`src/rtl/ps2_rx_fifo.sv`:
```
// PS/2 device-to-host receiver: line synchronizer, 11-bit deframer with idle
// timeout, and a small receive FIFO popped through an active-low strobe.
module ps2_rx_fifo #(
    parameter int unsigned DEPTH       = 8,
    parameter int unsigned TIMEOUT_CYC = 100000
) (
    input  logic       clk,
    input  logic       clrn,
    input  logic       ps2_clk,
    input  logic       ps2_data,
    input  logic       nextdata_n,
    output logic [7:0] data,
    output logic       ready,
    output logic       overflow,
    output logic       frame_err
);

    localparam int unsigned AW = $clog2(DEPTH);
    localparam int unsigned IW = $clog2(TIMEOUT_CYC + 1);

    logic [2:0]    clk_sync;
    logic [2:0]    dat_sync;
    logic          fall;
    logic          bit_in;

    logic [3:0]    cnt;
    logic [9:0]    shreg;
    logic [IW-1:0] idle;
    logic          frame_done;
    logic          frame_ok;
    logic          push;

    logic [7:0]    mem [DEPTH];
    logic [AW:0]   wp;
    logic [AW:0]   rp;
    logic          empty;
    logic          full;
    logic          pop;
    logic          wr_en;

    always_ff @(posedge clk or negedge clrn) begin
        if (!clrn) begin
            clk_sync <= '1;
            dat_sync <= '1;
        end else begin
            clk_sync <= {clk_sync[1:0], ps2_clk};
            dat_sync <= {dat_sync[1:0], ps2_data};
        end
    end

    assign fall   = clk_sync[2] & ~clk_sync[1];
    assign bit_in = dat_sync[1];

    // shreg holds start in [0], d0..d7 in [8:1], parity in [9] when the stop bit arrives
    assign frame_done = fall & (cnt == 4'd10);
    assign frame_ok   = ~shreg[0] & bit_in & (^shreg[9:1]);
    assign push       = frame_done & frame_ok;

    always_ff @(posedge clk or negedge clrn) begin
        if (!clrn) begin
            cnt       <= '0;
            shreg     <= '0;
            idle      <= '0;
            frame_err <= 1'b0;
        end else begin
            frame_err <= frame_done & ~frame_ok;
            if (fall) begin
                idle  <= '0;
                shreg <= {bit_in, shreg[9:1]};
                cnt   <= (cnt == 4'd10) ? 4'd0 : cnt + 4'd1;
            end else if (cnt != 4'd0) begin
                if (idle == IW'(TIMEOUT_CYC)) begin
                    cnt  <= '0;
                    idle <= '0;
                end else begin
                    idle <= idle + IW'(1);
                end
            end else begin
                idle <= '0;
            end
        end
    end

    assign empty = (wp == rp);
    assign full  = (wp[AW] != rp[AW]) && (wp[AW-1:0] == rp[AW-1:0]);
    assign ready = ~empty;
    assign pop   = ~nextdata_n & ready;
    assign wr_en = push & (~full | pop);
    assign data  = ready ? mem[rp[AW-1:0]] : '0;

    always_ff @(posedge clk) begin
        if (wr_en) mem[wp[AW-1:0]] <= shreg[8:1];
    end

    always_ff @(posedge clk or negedge clrn) begin
        if (!clrn) begin
            wp       <= '0;
            rp       <= '0;
            overflow <= 1'b0;
        end else begin
            if (wr_en) wp <= wp + (AW+1)'(1);
            if (pop)   rp <= rp + (AW+1)'(1);
            if (pop)
                overflow <= 1'b0;
            else if (push && full)
                overflow <= 1'b1;
        end
    end

endmodule

```
`config.mk`:
```
export PLATFORM = sky130hd
export DESIGN_NAME = ps2_rx_fifo
export DESIGN_NICKNAME = d
export VERILOG_FILES = /design/src/rtl/ps2_rx_fifo.sv
export SDC_FILE = /design/constraint.sdc
export NUM_CORES = 1
export LEC_CHECK = 0
export ABC_AREA = 1
export CORE_AREA = 5 5 123 125
export CTS_BUF_LIST = sky130_fd_sc_hd__clkbuf_4
export CTS_CLUSTER_SIZE = 14
export DETAILED_ROUTE_END_ITERATION = 16
export DIE_AREA = 0 0 128 130
export PLACE_DENSITY = 0.62
export SYNTH_ARGS = -nofsm -noshare
export SYNTH_HDL_FRONTEND = slang
export SYNTH_SLANG_ARGS = --single-unit
```
`constraint.sdc`:
```
create_clock -name clk -period 5.3 [get_ports clk]
set_input_delay 0.53 -clock clk [delete_from_list [all_inputs] [get_ports clk]]
set_output_delay 0.53 -clock clk [all_outputs]
set_load 0.005 [all_outputs]
```
=== Word-level counts from Yosys, hierarchy flattened ===
Memories as Yosys holds them, arrays and structs flattened.
Cells that the tools add are included.

* Memories: 1
* Flip-flop bits (word level): 46
* Word-level logic and storage cells: 54
* Bits of input ports: 5
* Memory bits (writable): 64
* Output and inout bits: 11

{| class="wikitable"
|+ Memories
! memory !! words !! bits a word !! read ports !! clocked after memory_dff !! wr ports !! line !! RTL
|-
| mem || 8 || 8 || 1 || 0 || 1 || 33 || <nowiki>logic [7:0] mem [DEPTH];</nowiki>
|}

* Muxes and demuxes: 12
* Reduce and logical (&&, ||, !) cells: 8
* Equal/unequal tests: 5
* $add $sub $neg: 4
* Bitwise logic cells: 15

{| class="wikitable"
|+ Operators by type and width
! cell !! count
|-
| $mux 17 || 3
|-
| $add 17x1->17 const B || 1
|-
| $eq 17x17->1 const B || 1
|-
| $mux 4 || 4
|-
| $add 4x1->4 const B || 3
|-
| $reduce_xor 9->1 || 1
|-
| $and 1x1->1 || 8
|-
| $mux 8 || 1
|-
| $not 1->1 || 6
|-
| $reduce_bool 2->1 || 3
|-
| $eq 4x4->1 || 1
|-
| $eq 4x4->1 const B || 1
|-
| $mux 1 || 4
|-
| $reduce_bool 4->1 || 1
|-
| $eq 3x3->1 || 1
|-
| $logic_and 1x1->1 || 2
|-
| $reduce_and 2->1 || 1
|-
| $ne 1x1->1 || 1
|-
| $or 1x1->1 || 1
|}

=== Logic depth before layout (Yosys ltp) ===
Gate-level depths: netlist (run 1).

* Word-level depth: 7
* Mapped depth: 13
* Mapped depth without buffers: 12

=== Least setup slack after synthesis (run 1) ===
No wires, ideal clock.

* Path kind: reg2reg
* Start: reg clk_sync[2]
* End: mem mem[0][0], enable pin
* Library setup time: 0.383 ns
* Buffers on the path: 1
* Data required time: 4.917 ns
* Arrival: 1.908 ns
* Stages on the path, launching flop included: 8
* Period minus slack after synthesis: 2.292 ns
* Slack: 3.008 ns
* Path through: dfstp_2 -> inv_1 -> nor2_4 -> inv_1 -> nor2_2 -> nand4_4 -> buf_6 -> nor3_1

* Word-level cells in the longest chain between the ends: 6

{| class="wikitable"
|+ Ends and longest elaborated chain
! item !! line !! RTL
|-
| start, declared || 21 || <nowiki>logic [2:0] clk_sync;</nowiki>
|-
| start signal, assigned || 46 || <nowiki>clk_sync <= {clk_sync[1:0], ps2_clk};</nowiki>
|-
| $and 1x1->1 || 51 || <nowiki>assign fall = clk_sync[2] & ~clk_sync[1];</nowiki>
|-
| $and 1x1->1 || 55 || <nowiki>assign frame_done = fall & (cnt == 4'd10);</nowiki>
|-
| $and 1x1->1 || 57 || <nowiki>assign push = frame_done & frame_ok;</nowiki>
|-
| $and 1x1->1 || 88 || <nowiki>assign wr_en = push & (~full | pop);</nowiki>
|-
| $mux 1 || 92 || <nowiki>if (wr_en) mem[wp[AW-1:0]] <= shreg[8:1];</nowiki>
|-
| $mux 1 (implied by the code) || 92 ||
|-
| end, declared || 33 ||
|}

No other way between the ends.

=== Worst setup path after layout (run 1) ===
* Start: reg rp[0]
* End: out data[1]

* Word-level cells in the longest chain between the ends: 2
* Elaborated cells between the ends (all ways): 3
* Those cells by class: eq/ne (1); mux (1); memory (1)

{| class="wikitable"
|+ Ends and longest elaborated chain
! item !! line !! RTL
|-
| start, declared || 35 || <nowiki>logic [AW:0] rp;</nowiki>
|-
| start signal, assigned || 102 || <nowiki>if (pop) rp <= rp + (AW+1)'(1);</nowiki>
|-
| $mem_v2 8x8 / $eq 4x4->1 (equally long branches) || - ||
|-
| $mux 8 (*) || 89 || <nowiki>assign data = ready ? mem[rp[AW-1:0]] : '0;</nowiki>
|-
| end, declared || 12 || <nowiki>output logic [7:0] data,</nowiki>
|}

Mark *: on every way between the ends. The rest lies on a longest branch, timed or not.

==> results of run 1 <==
[layout make-up]
class                           instances  area, um2  share of cell area [%]
Clock buffer                           10       75.1                    1.37
Multi-Input combinational cell        319       1650                    30.2
Tap cell                              180        225                    4.12
Sequential cell                       110       3080                    56.4
Clock inverter                          5       65.1                    1.19
Timing Repair Buffer                   22        198                    3.62
Inverter                               45        169                    3.09
[how the worst max path moves through the flow]
| stage | startpoint | end | slack, ps | cells past startpoint |
|---|---|---|---|---|
| 3_5_place_dp | rp[0] | data[1] | 2280 | 7 |
| 5_1_grt | rp[0] | data[6] | 1500 | 7 |
| 2_1_floorplan | clk_sync[2] | mem[0][0] | 3010 | 7 |
| 4_1_cts | rp[0] | data[1] | 1710 | 7 |
| 3_3_place_gp | rp[0] | data[1] | 2310 | 7 |
| 6_report | rp[0] | data[1] | 1750 | 7 |
[kinds of logic after synthesis]
kind of cell | count (synthesis)
xor+xnor | 15
fa+ha+maj | 7
buf+inv | 62
compound gates | 79
flops | 110
simple gates | 218
[routing by layer]
layer | track usage [%] | vias up | share of wire [%]
met4 | 3.31 | 0 | 1.6
li1 | - | 1712 | -
met3 | 3.64 | 19 | 4.2
met1 | 16.4 | 1673 | 45
met2 | 21.2 | 85 | 49
met5 | 0 | - | 0
[power by group]
| part | internal, mW | switching [mW] | leakage, nW | total (mW) |
|---|---|---|---|---|
| logic | 0.309 | 0.438 | 0.833 | 0.747 |
| registers | 0.989 | 0.107 | 1.19 | 1.10 |
| clock network | 0.153 | 0.267 | 0.0779 | 0.420 |
[sequential cells by signal (all words and copies together), names as in the netlist]
| register | count |
|---|---|
| shreg | 10 |
| cnt | 4 |
| clk_sync | 3 |
| wp | 4 |
| idle | 17 |
| rp | 4 |
| frame_err | 1 |
| overflow | 1 |
| mem | 64 |
| dat_sync | 2 |
[critical path: stages (launching register included)]
cell and delay [ps]:
sky130_fd_sc_hd__dfrtp_1 400, sky130_fd_sc_hd__buf_4 250, sky130_fd_sc_hd__inv_1 650, sky130_fd_sc_hd__o21ai_0 170, sky130_fd_sc_hd__o22ai_1 140, sky130_fd_sc_hd__o21ai_0 90, sky130_fd_sc_hd__a31oi_1 270, sky130_fd_sc_hd__clkdlybuf4s50_1 570
[cell usage after synthesis (2+ instances only)]
library cell | number | area, um2
sky130_fd_sc_hd__nand2_1 | 74 | 278
sky130_fd_sc_hd__nor2_1 | 71 | 267
sky130_fd_sc_hd__edfxtp_1 | 64 | 1920
sky130_fd_sc_hd__o21ai_0 | 55 | 275
sky130_fd_sc_hd__inv_1 | 43 | 161
sky130_fd_sc_hd__dfrtp_1 | 41 | 1030
sky130_fd_sc_hd__nor3_1 | 19 | 95.1
sky130_fd_sc_hd__nand3_1 | 18 | 90.1
sky130_fd_sc_hd__nand4_1 | 13 | 81.3
sky130_fd_sc_hd__a31oi_1 | 10 | 62.6
sky130_fd_sc_hd__clkbuf_1 | 10 | 37.5
sky130_fd_sc_hd__xor2_1 | 10 | 87.6
sky130_fd_sc_hd__o22ai_1 | 8 | 50.1
sky130_fd_sc_hd__ha_1 | 7 | 87.6
sky130_fd_sc_hd__nor2_2 | 6 | 37.5
sky130_fd_sc_hd__nor4_1 | 6 | 37.5
sky130_fd_sc_hd__dfstp_2 | 5 | 131
sky130_fd_sc_hd__xnor2_1 | 5 | 43.8
sky130_fd_sc_hd__a21oi_1 | 4 | 20.0
sky130_fd_sc_hd__buf_2 | 3 | 15.0
sky130_fd_sc_hd__buf_6 | 2 | 22.5
sky130_fd_sc_hd__inv_2 | 2 | 7.51
sky130_fd_sc_hd__nor3b_2 | 2 | 25.0
[stage by stage]
stage | setup WS, ps | instances | cell area [um2] | hold slack [ps] | utilization [%]
6_report | 1750 | 691 | 5460 | 220 | 39.7
4_1_cts | 1710 | 691 | 5460 | 218 | 39.7
3_3_place_gp | 2310 | 676 | 5320 | 346 | 38.6
2_1_floorplan | 3010 | 491 | 4990 | 234 | -
5_1_grt | 1500 | 691 | 5460 | 252 | 39.7
3_5_place_dp | 2280 | 676 | 5320 | 347 | 38.6
==> reports/results.tsv, run 1 <==
metric	value	unit
drt_wl_total	10000	um
post_route_cells_drive_above_1_share	9.20	%
groute.usage.overall	12.7	%
synth_flop_cell	sky130_fd_sc_hd__edfxtp_1	
clockRootBuffer	sky130_fd_sc_hd__clkbuf_4	
clock.fmax	0.282	GHz
cp_data_arrival_time	3020	ps
synth_fp_nets	503	
synthDistinctLibCells	36	
io-pin-count	16	
synth_compound_area_share	8.52	%
critPathMaxFanout	37	
mux_cell_area_share_after_synthesis	0	%
cts_htree_levels	3	
filler_cell_count	1350	
post-route-drc-count	0	
synth.yosys.seq_area_share	61.6	%
fin_clk_skew	23.7	ps
grt_overflow	0	
area_growth	9.34	%
fp.dieW	128	um
crit-reg2reg-capture	mem[0][7]	
num_rows	43	
top_library_cells_by_usage_in_the_layout_fill_and_taps_aside	sky130_fd_sc_hd__nand2_1 (74), sky130_fd_sc_hd__nor2_1 (71), sky130_fd_sc_hd__edfxtp_1 (64)	
synth_seq_cells	110	
required_time_reported_for_the_critical_path_endpoint	4770	ps
post_synth_fa_ha_maj_area_fraction	1.75	%
clock_insertion_delay_worst_skew	470	ps
numCtsBuffers	9	
min_period_over_period	66.9	%
grt_setup_unrepaired	false	
ir_drop	191	uV
synth_xor_area_share	2.63	%
run_status	complete, no violations	
clock_transition_at_the_registers_of_the_reported_paths	170	ps
drv_slew	0	
synth_simple_gate_area_share	20.1	%
routed-via-count	3489	
drt-pass1-iter-count	4	
finalSetupViolations	0	
layout_commonest_cell	sky130_fd_sc_hd__nand2_1	
cts_tree	built	
crit_path_start_kind	flip-flop	
place.detailed.hpwl	6780	um
slew-limit-headroom	32.3	%
worst_r2r_startpoint	clk_sync[2]	
sink_count_of_the_clock_tree	110	
ys_async_sr_fraction	41.8	%
synth_warnings	0	
synth-edff-count	64	
drtIter0Drc	289	
worstHoldPathType	in -> async	
main_combinational_cell_family_by_area_after_synthesis	simple AND/OR/NAND/NOR gates	
timing_worst_slew_pin_value	1010	ps
detailed_route_vias_per_instance	5.05	
design.die.area	0.0166	mm2
postCtsResizedCells	0	
leakage	2.10	nW
grt_antenna_before_repair	0	
finalCriticalPeriod	3550	ps
critPathCaptureType	output pin	
io_buffer_count	15	
worst-r2r-setup-slack	2400	ps
avgSynthCellArea	10.2	um2
max_cap_viol	0	
antennaDiodeCount	0	
placeableCoreArea	0.0138	mm2
timing_worst_setup_path_type	reg -> out	
finalHoldViolCount	0	
sum_of_internal_switching_and_leakage_power	2.26	mW
ctsHoldBuffers	0	
fin_setup_tns	0	ps
max-clock-path-buffers	2	
initial_core_util	36.3	%
grt_pass1_vias	3394	
wire_length_of_the_first_global_routing_pass	16700	um
antenna_left	0	
routabilityCongestion	0.870	
grt_start_max_net_pins	47	
synthesis.instances	491	
post_cts.repair.setup_buffers	0	
rr_worst_depth	6	
p_per_area	414	mW/mm2
wire_per_inst	14.5	um
syn-cell-area	0.00499	mm2
design.final.nets	519	
fp.dieH	130	um
Power figures use the tool's default switching activity.
==> run 2: changes to the inputs <==
--- a/config.mk
+++ b/config.mk
@@ -11,7 +11,7 @@
 export CTS_CLUSTER_SIZE = 14
 export DETAILED_ROUTE_END_ITERATION = 16
 export DIE_AREA = 0 0 128 130
-export PLACE_DENSITY = 0.62
+export PLACE_DENSITY = 0.64
 export SYNTH_ARGS = -nofsm -noshare
 export SYNTH_HDL_FRONTEND = slang
 export SYNTH_SLANG_ARGS = --single-unit
==> constraint.sdc (replaced) <==
create_clock -name clk -period 3 [get_ports clk]
set_input_delay 0.3 -clock clk [delete_from_list [all_inputs] [get_ports clk]]
set_output_delay 0.3 -clock clk [all_outputs]
set_load 0.005 [all_outputs]
==> reports/results.tsv, run 2 (same netlist as run 1, synthesis figures left out) <==
metric	value	unit
place.detailed.hpwl	6760	um
critPathCaptureType	output pin	
timing_worst_setup_path_type	reg -> out	
finalCriticalPeriod	2770	ps
required_time_reported_for_the_critical_path_endpoint	2700	ps
finalHoldViolCount	13	
fp.dieW	128	um
placeableCoreArea	0.0138	mm2
whs	-15.7	ps
grt_pass1_vias	3420	
comb_power_share	34.0	%
critPathMaxFanout	34	
post-route-drc-count	0	
worst_r2r_startpoint	shreg[8]	
worstHoldPathType	in -> async	
drt_wl_total	9760	um
drt-pass1-iter-count	6	
design.die.area	0.0166	mm2
wire_length_of_the_first_global_routing_pass	16500	um
top_library_cells_by_usage_in_the_layout_fill_and_taps_aside	sky130_fd_sc_hd__nand2_1 (74), sky130_fd_sc_hd__nor2_1 (71), sky130_fd_sc_hd__edfxtp_1 (64)	
numCtsBuffers	9	
cell_internal_pwr	2.63	mW
p_per_area	738	mW/mm2
sink_count_of_the_clock_tree	110	
min_period_over_period	92.4	%
clock_transition_at_the_registers_of_the_reported_paths	180	ps
fin_clk_skew	34.0	ps
initial_core_util	36.3	%
grt_overflow	0	
leakage	2.14	nW
routed-via-count	3473	
clock.fmax	0.361	GHz
slew-limit-headroom	31.9	%
finalSetupViolations	0	
routabilityCongestion	0.830	
layout_commonest_cell	sky130_fd_sc_hd__nand2_1	
postLayoutCoreUtil	40.4	%
area_growth	11.5	%
cp_data_arrival_time	2470	ps
grt_start_max_net_pins	47	
fin_setup_tns	0	ps
seqPwrFrac	46.6	%
design.final.nets	528	
largest_reg_flops	64	
grt_setup_unrepaired	false	
filler_cell_count	1350	
max-clock-path-buffers	2	
num_rows	43	
clock_insertion_delay_worst_skew	480	ps
drtIter0Drc	236	
io-pin-count	16	
crit-reg2reg-capture	mem[4][1]	
power.net_switching	1.49	mW
ir_drop	351	uV
detailed_route_vias_per_instance	4.95	
sum_of_internal_switching_and_leakage_power	4.11	mW
cts_tree	built	
placedInstanceArea	0.00537	mm2
max_cap_viol	0	
timing.final.ws_setup	228	ps
run_status	finished with violations	
clockRootBuffer	sky130_fd_sc_hd__clkbuf_4	
rr_worst_depth	11	
groute.usage.overall	12.3	%
dp_worst_slack	631	ps
switching_part_of_the_total	36.1	%
drv_slew	0	
io_buffer_count	15	
post_route_cells_drive_above_1_share	11.5	%
worst-r2r-setup-slack	740	ps
crit_path_start_kind	flip-flop	
fp.dieH	130	um
timing_worst_slew_pin_value	1020	ps
seq_area	0.00308	mm2
wire_per_inst	13.9	um
dp_cells	683	
antenna_left	0	
antennaDiodeCount	0	
grt_antenna_before_repair	0	
area_of_the_multi_input_gates	0.00166	mm2
post-route-cell-area	0.00557	mm2
cts_htree_levels	3	
clockPowerShare	19.4	%
failed_checks	negative hold slack	
final_cell_count_no_fill	701	
run 2: worst max-delay path: stages (launching register included):
cell	delay [ps]
sky130_fd_sc_hd__dfrtp_1	510
sky130_fd_sc_hd__buf_6	290
sky130_fd_sc_hd__o21ai_0	150
sky130_fd_sc_hd__o22ai_1	150
sky130_fd_sc_hd__o21ai_0	90
sky130_fd_sc_hd__a31oi_1	250
sky130_fd_sc_hd__clkdlybuf4s50_1	550
run 2: final cells by class:
type,count,share of cell area [%]
clock inverters,7,1.73
multi-input cells,319,29.7
repair buffers,31,4.83
inverters,45,3.17
well taps,180,4.04
clock buffers,9,1.21
flip-flops and latches,110,55.3
run 2: how the worst max path moves through the flow:
stage                startpoint   endpoint  cells past startpoint  slack (ps)
finish                    rp[0]    data[1]                      6         230
detailed placement        rp[0]    data[3]                      7         630
CTS                       rp[0]    data[3]                      7          80
global placement          wp[0]    data[1]                      6         670
floorplan           clk_sync[2]  mem[0][0]                      7         710
global route              rp[0]    data[1]                      6          50
run 2: power by group through the flow:
stage	clock [mW]	combinational (mW)	sequential, mW
after detailed placement	0	1.38	1.94
after CTS	0.825	1.38	1.91
after global routing	0.904	1.59	1.94
after floorplan	0	0.923	1.88
final	0.799	1.40	1.92
after global placement	0	1.34	1.93
run 2: timing repair:
action	CTS	global route
endpoints found under the setup margin	0	8
hold endpoints to repair	0	0
gates resized for setup	0	4
buffers inserted	0	2
hold buffers	0	0
run 2: layer usage:
| metal | part of all wire, % | vias up | GRT usage, % |
|---|---|---|---|
| li1 | - | 1733 | - |
| met1 | 45 | 1673 | 15.8 |
| met2 | 49 | 57 | 21.4 |
| met3 | 4.7 | 10 | 2.78 |
| met4 | 1.2 | 0 | 2.93 |
| met5 | 0 | - | 0 |
==> run 3: changes to the inputs <==
--- a/config.mk
+++ b/config.mk
@@ -5,12 +5,12 @@
 export SDC_FILE = /design/constraint.sdc
 export NUM_CORES = 1
 export LEC_CHECK = 0
-export ABC_AREA = 1
-export CORE_AREA = 5 5 123 125
+export ABC_AREA = 0
+export CORE_AREA = 5 5 119 121
 export CTS_BUF_LIST = sky130_fd_sc_hd__clkbuf_4
 export CTS_CLUSTER_SIZE = 14
 export DETAILED_ROUTE_END_ITERATION = 16
-export DIE_AREA = 0 0 128 130
+export DIE_AREA = 0 0 124 126
 export PLACE_DENSITY = 0.64
 export SYNTH_ARGS = -nofsm -noshare
 export SYNTH_HDL_FRONTEND = slang
==> reports/results.tsv, run 3 <==
metric	value	unit
clock_transition_at_the_registers_of_the_reported_paths	160	ps
fin_clk_skew	27.9	ps
grt_pass1_vias	2612	
post_route_cells_drive_above_1_share	17.5	%
antennaDiodeCount	0	
wire_per_inst	15.4	um
grt_antenna_before_repair	0	
clock.fmax	0.366	GHz
ctsHoldBuffers	0	
finalHoldViolCount	7	
max-clock-path-buffers	2	
top_library_cells_by_usage_in_the_layout_fill_and_taps_aside	sky130_fd_sc_hd__edfxtp_1 (64), sky130_fd_sc_hd__dfrtp_1 (41), sky130_fd_sc_hd__nand2_1 (40)	
synth_warnings	0	
timing.final.ws_setup	267	ps
p_per_area	729	mW/mm2
initial_core_util	36.2	%
ir_drop	319	uV
critPathMaxFanout	20	
grt_start_max_net_pins	47	
synthTopCellsByCount	sky130_fd_sc_hd__edfxtp_1 (64), sky130_fd_sc_hd__dfrtp_1 (41), sky130_fd_sc_hd__nand2_1 (40), sky130_fd_sc_hd__nor2_1 (31), sky130_fd_sc_hd__xor2_1 (17)	
design.final.nets	368	
sink_count_of_the_clock_tree	110	
run_status	finished with violations	
fin_setup_tns	0	ps
timing_worst_setup_path_type	reg -> out	
detailed_route_vias_per_instance	4.77	
worst-r2r-setup-slack	530	ps
rr_worst_depth	6	
synth.yosys.seq_area_share	65.5	%
fp.dieH	126	um
worst_r2r_startpoint	shreg[3]	
antenna_left	0	
drtIter0Drc	124	
synth-edff-count	64	
required_time_reported_for_the_critical_path_endpoint	2700	ps
place.detailed.hpwl	5700	um
finalCriticalPeriod	2730	ps
numCtsBuffers	9	
grt_setup_unrepaired	false	
synth_flop_cell	sky130_fd_sc_hd__edfxtp_1	
routed-via-count	2563	
top_layer_used	met4	
synth.most_common_cell	sky130_fd_sc_hd__edfxtp_1	
yosys.area.top_type	sky130_fd_sc_hd__edfxtp_1	
post_cts.repair.setup_buffers	0	
clock_insertion_delay_worst_skew	460	ps
drv_slew	0	
avgSynthCellArea	14.4	um2
drt_wl_total	8260	um
largest_reg_flops	64	
leakage	2.02	nW
synthTopCellsByArea	sky130_fd_sc_hd__edfxtp_1 (41%), sky130_fd_sc_hd__dfrtp_1 (22%), sky130_fd_sc_hd__mux4_2 (7.7%)	
synth_seq_cells	110	
post-route-drc-count	0	
io_buffer_count	15	
drt-pass1-iter-count	4	
groute.usage.overall	11.3	%
postCtsResizedCells	0	
met1_length	3740	um
crit_path_start_kind	flip-flop	
min_period_over_period	91.1	%
whs	-6.20	ps
cts_tree	built	
syn-cell-area	0.00470	mm2
cts_htree_levels	3	
dp_worst_slack	564	ps
crit-reg2reg-capture	mem[4][5]	
clockRootBuffer	sky130_fd_sc_hd__clkbuf_4	
synth_top_area_share	40.9	%
cp_data_arrival_time	2430	ps
wl_met2	4110	um
max_cap_viol	0	
routabilityCongestion	0.777	
fp.dieW	124	um
grt_overflow	0	
num_rows	42	
synthesis.instances	326	
failed_checks	negative hold slack	
route.met3.wl	281	um
io-pin-count	16	
design.die.area	0.0156	mm2
finalSetupViolations	0	
ys_async_sr_fraction	41.8	%
layout_commonest_cell	sky130_fd_sc_hd__edfxtp_1	
timing_worst_slew_pin_value	991	ps
placeableCoreArea	0.0130	mm2
area_growth	12.1	%
synthDistinctLibCells	42	
wire_length_of_the_first_global_routing_pass	13400	um
slew-limit-headroom	34.0	%
critPathCaptureType	output pin	
synth_fp_nets	338	
worstHoldPathType	in -> async	
-- run 3: cell types whose count changed in the layout (fill, tap and decap cells not counted), sizes merged, moves of 7 or more --
cell	previous run	this run
o21ai	55	6
nor2	78	31
nand2	76	40
inv	47	13
mux4	0	16
nor3	20	5
nand4	15	4
xnor2	5	16
a31oi	10	1
mux2i	0	8
o22ai	8	0
nand3	19	12
xor2	10	17
-- run 3: logic make-up (layout without fill, tap and decap cells) --
kind of cell / Yosys count / after routing / synth area share [%]
and+or+nand+nor: 118 / 118 / 12.6
DFF: 110 / 110 / 65.5
xor gates and xnor gates: 34 / 34 / 6.98
muxes: 26 / 26 / 9.93
buffers and inverters: 20 / 55 / 1.76
AOI/OAI and AO/OA: 11 / 11 / 1.33
adders and majority gates: 7 / 7 / 1.86
-- run 3: power by group --
part / switching, mW / internal, mW / total, mW
Combinational: 0.618 / 0.660 / 1.28
Clock: 0.503 / 0.190 / 0.693
Sequential: 0.123 / 1.74 / 1.87
Total: 1.24 / 2.59 / 3.84
-- run 3: worst max-delay path by stage --
stage | depth (start not counted) | end | slack, ps | startpoint
2_1_floorplan | 5 | mem[0][0] | 270 | shreg[3]
3_3_place_gp | 6 | mem[0][4] | 640 | shreg[6]
3_5_place_dp | 6 | mem[4][4] | 560 | shreg[6]
4_1_cts | 6 | data[5] | 190 | rp[0]
5_1_grt | 6 | data[3] | 30 | rp[0]
6_report | 6 | data[3] | 270 | rp[0]
-- run 3: area by class of cell --
cell class / count / area [um2]
inverter: 8 / 30.0
timing repair buffer: 31 / 265
sequential: 110 / 3080
clock inverter: 7 / 60.1
multi-input combinational: 196 / 1540
tap: 176 / 220
clock buffer: 9 / 67.6
fill: 1223 / 7710
-- run 3: layer usage --
metal	up-vias	track usage, %
met3	9	1.84
li1	1233	-
met2	37	18.7
met4	0	4.57
met1	1284	14.8
met5	-	0
-- run 3: metrics by stage --
| step | instances | hold slack [ps] | util [%] | power [mW] | instance area, um2 |
|---|---|---|---|---|---|
| after global routing | 537 | 71.7 | 40.6 | 4.09 | 5270 |
| after global placement | 521 | 347 | 39.6 | 3.17 | 5140 |
| after CTS | 537 | 8.25 | 40.6 | 3.89 | 5270 |
| final | 537 | -6.20 | 40.6 | 3.84 | 5270 |
| after floorplan | 326 | 4.41 | - | 2.73 | 4700 |
| after detailed placement | 521 | 347 | 39.6 | 3.20 | 5140 |
-- run 3: critical path, cell delays in order (launching register included) --
cell and delay [ps]:
sky130_fd_sc_hd__dfrtp_1 350, sky130_fd_sc_hd__buf_4 350, sky130_fd_sc_hd__xor2_1 160, sky130_fd_sc_hd__nor4b_2 370, sky130_fd_sc_hd__buf_4 240, sky130_fd_sc_hd__nor2_1 70, sky130_fd_sc_hd__clkdlybuf4s50_1 440
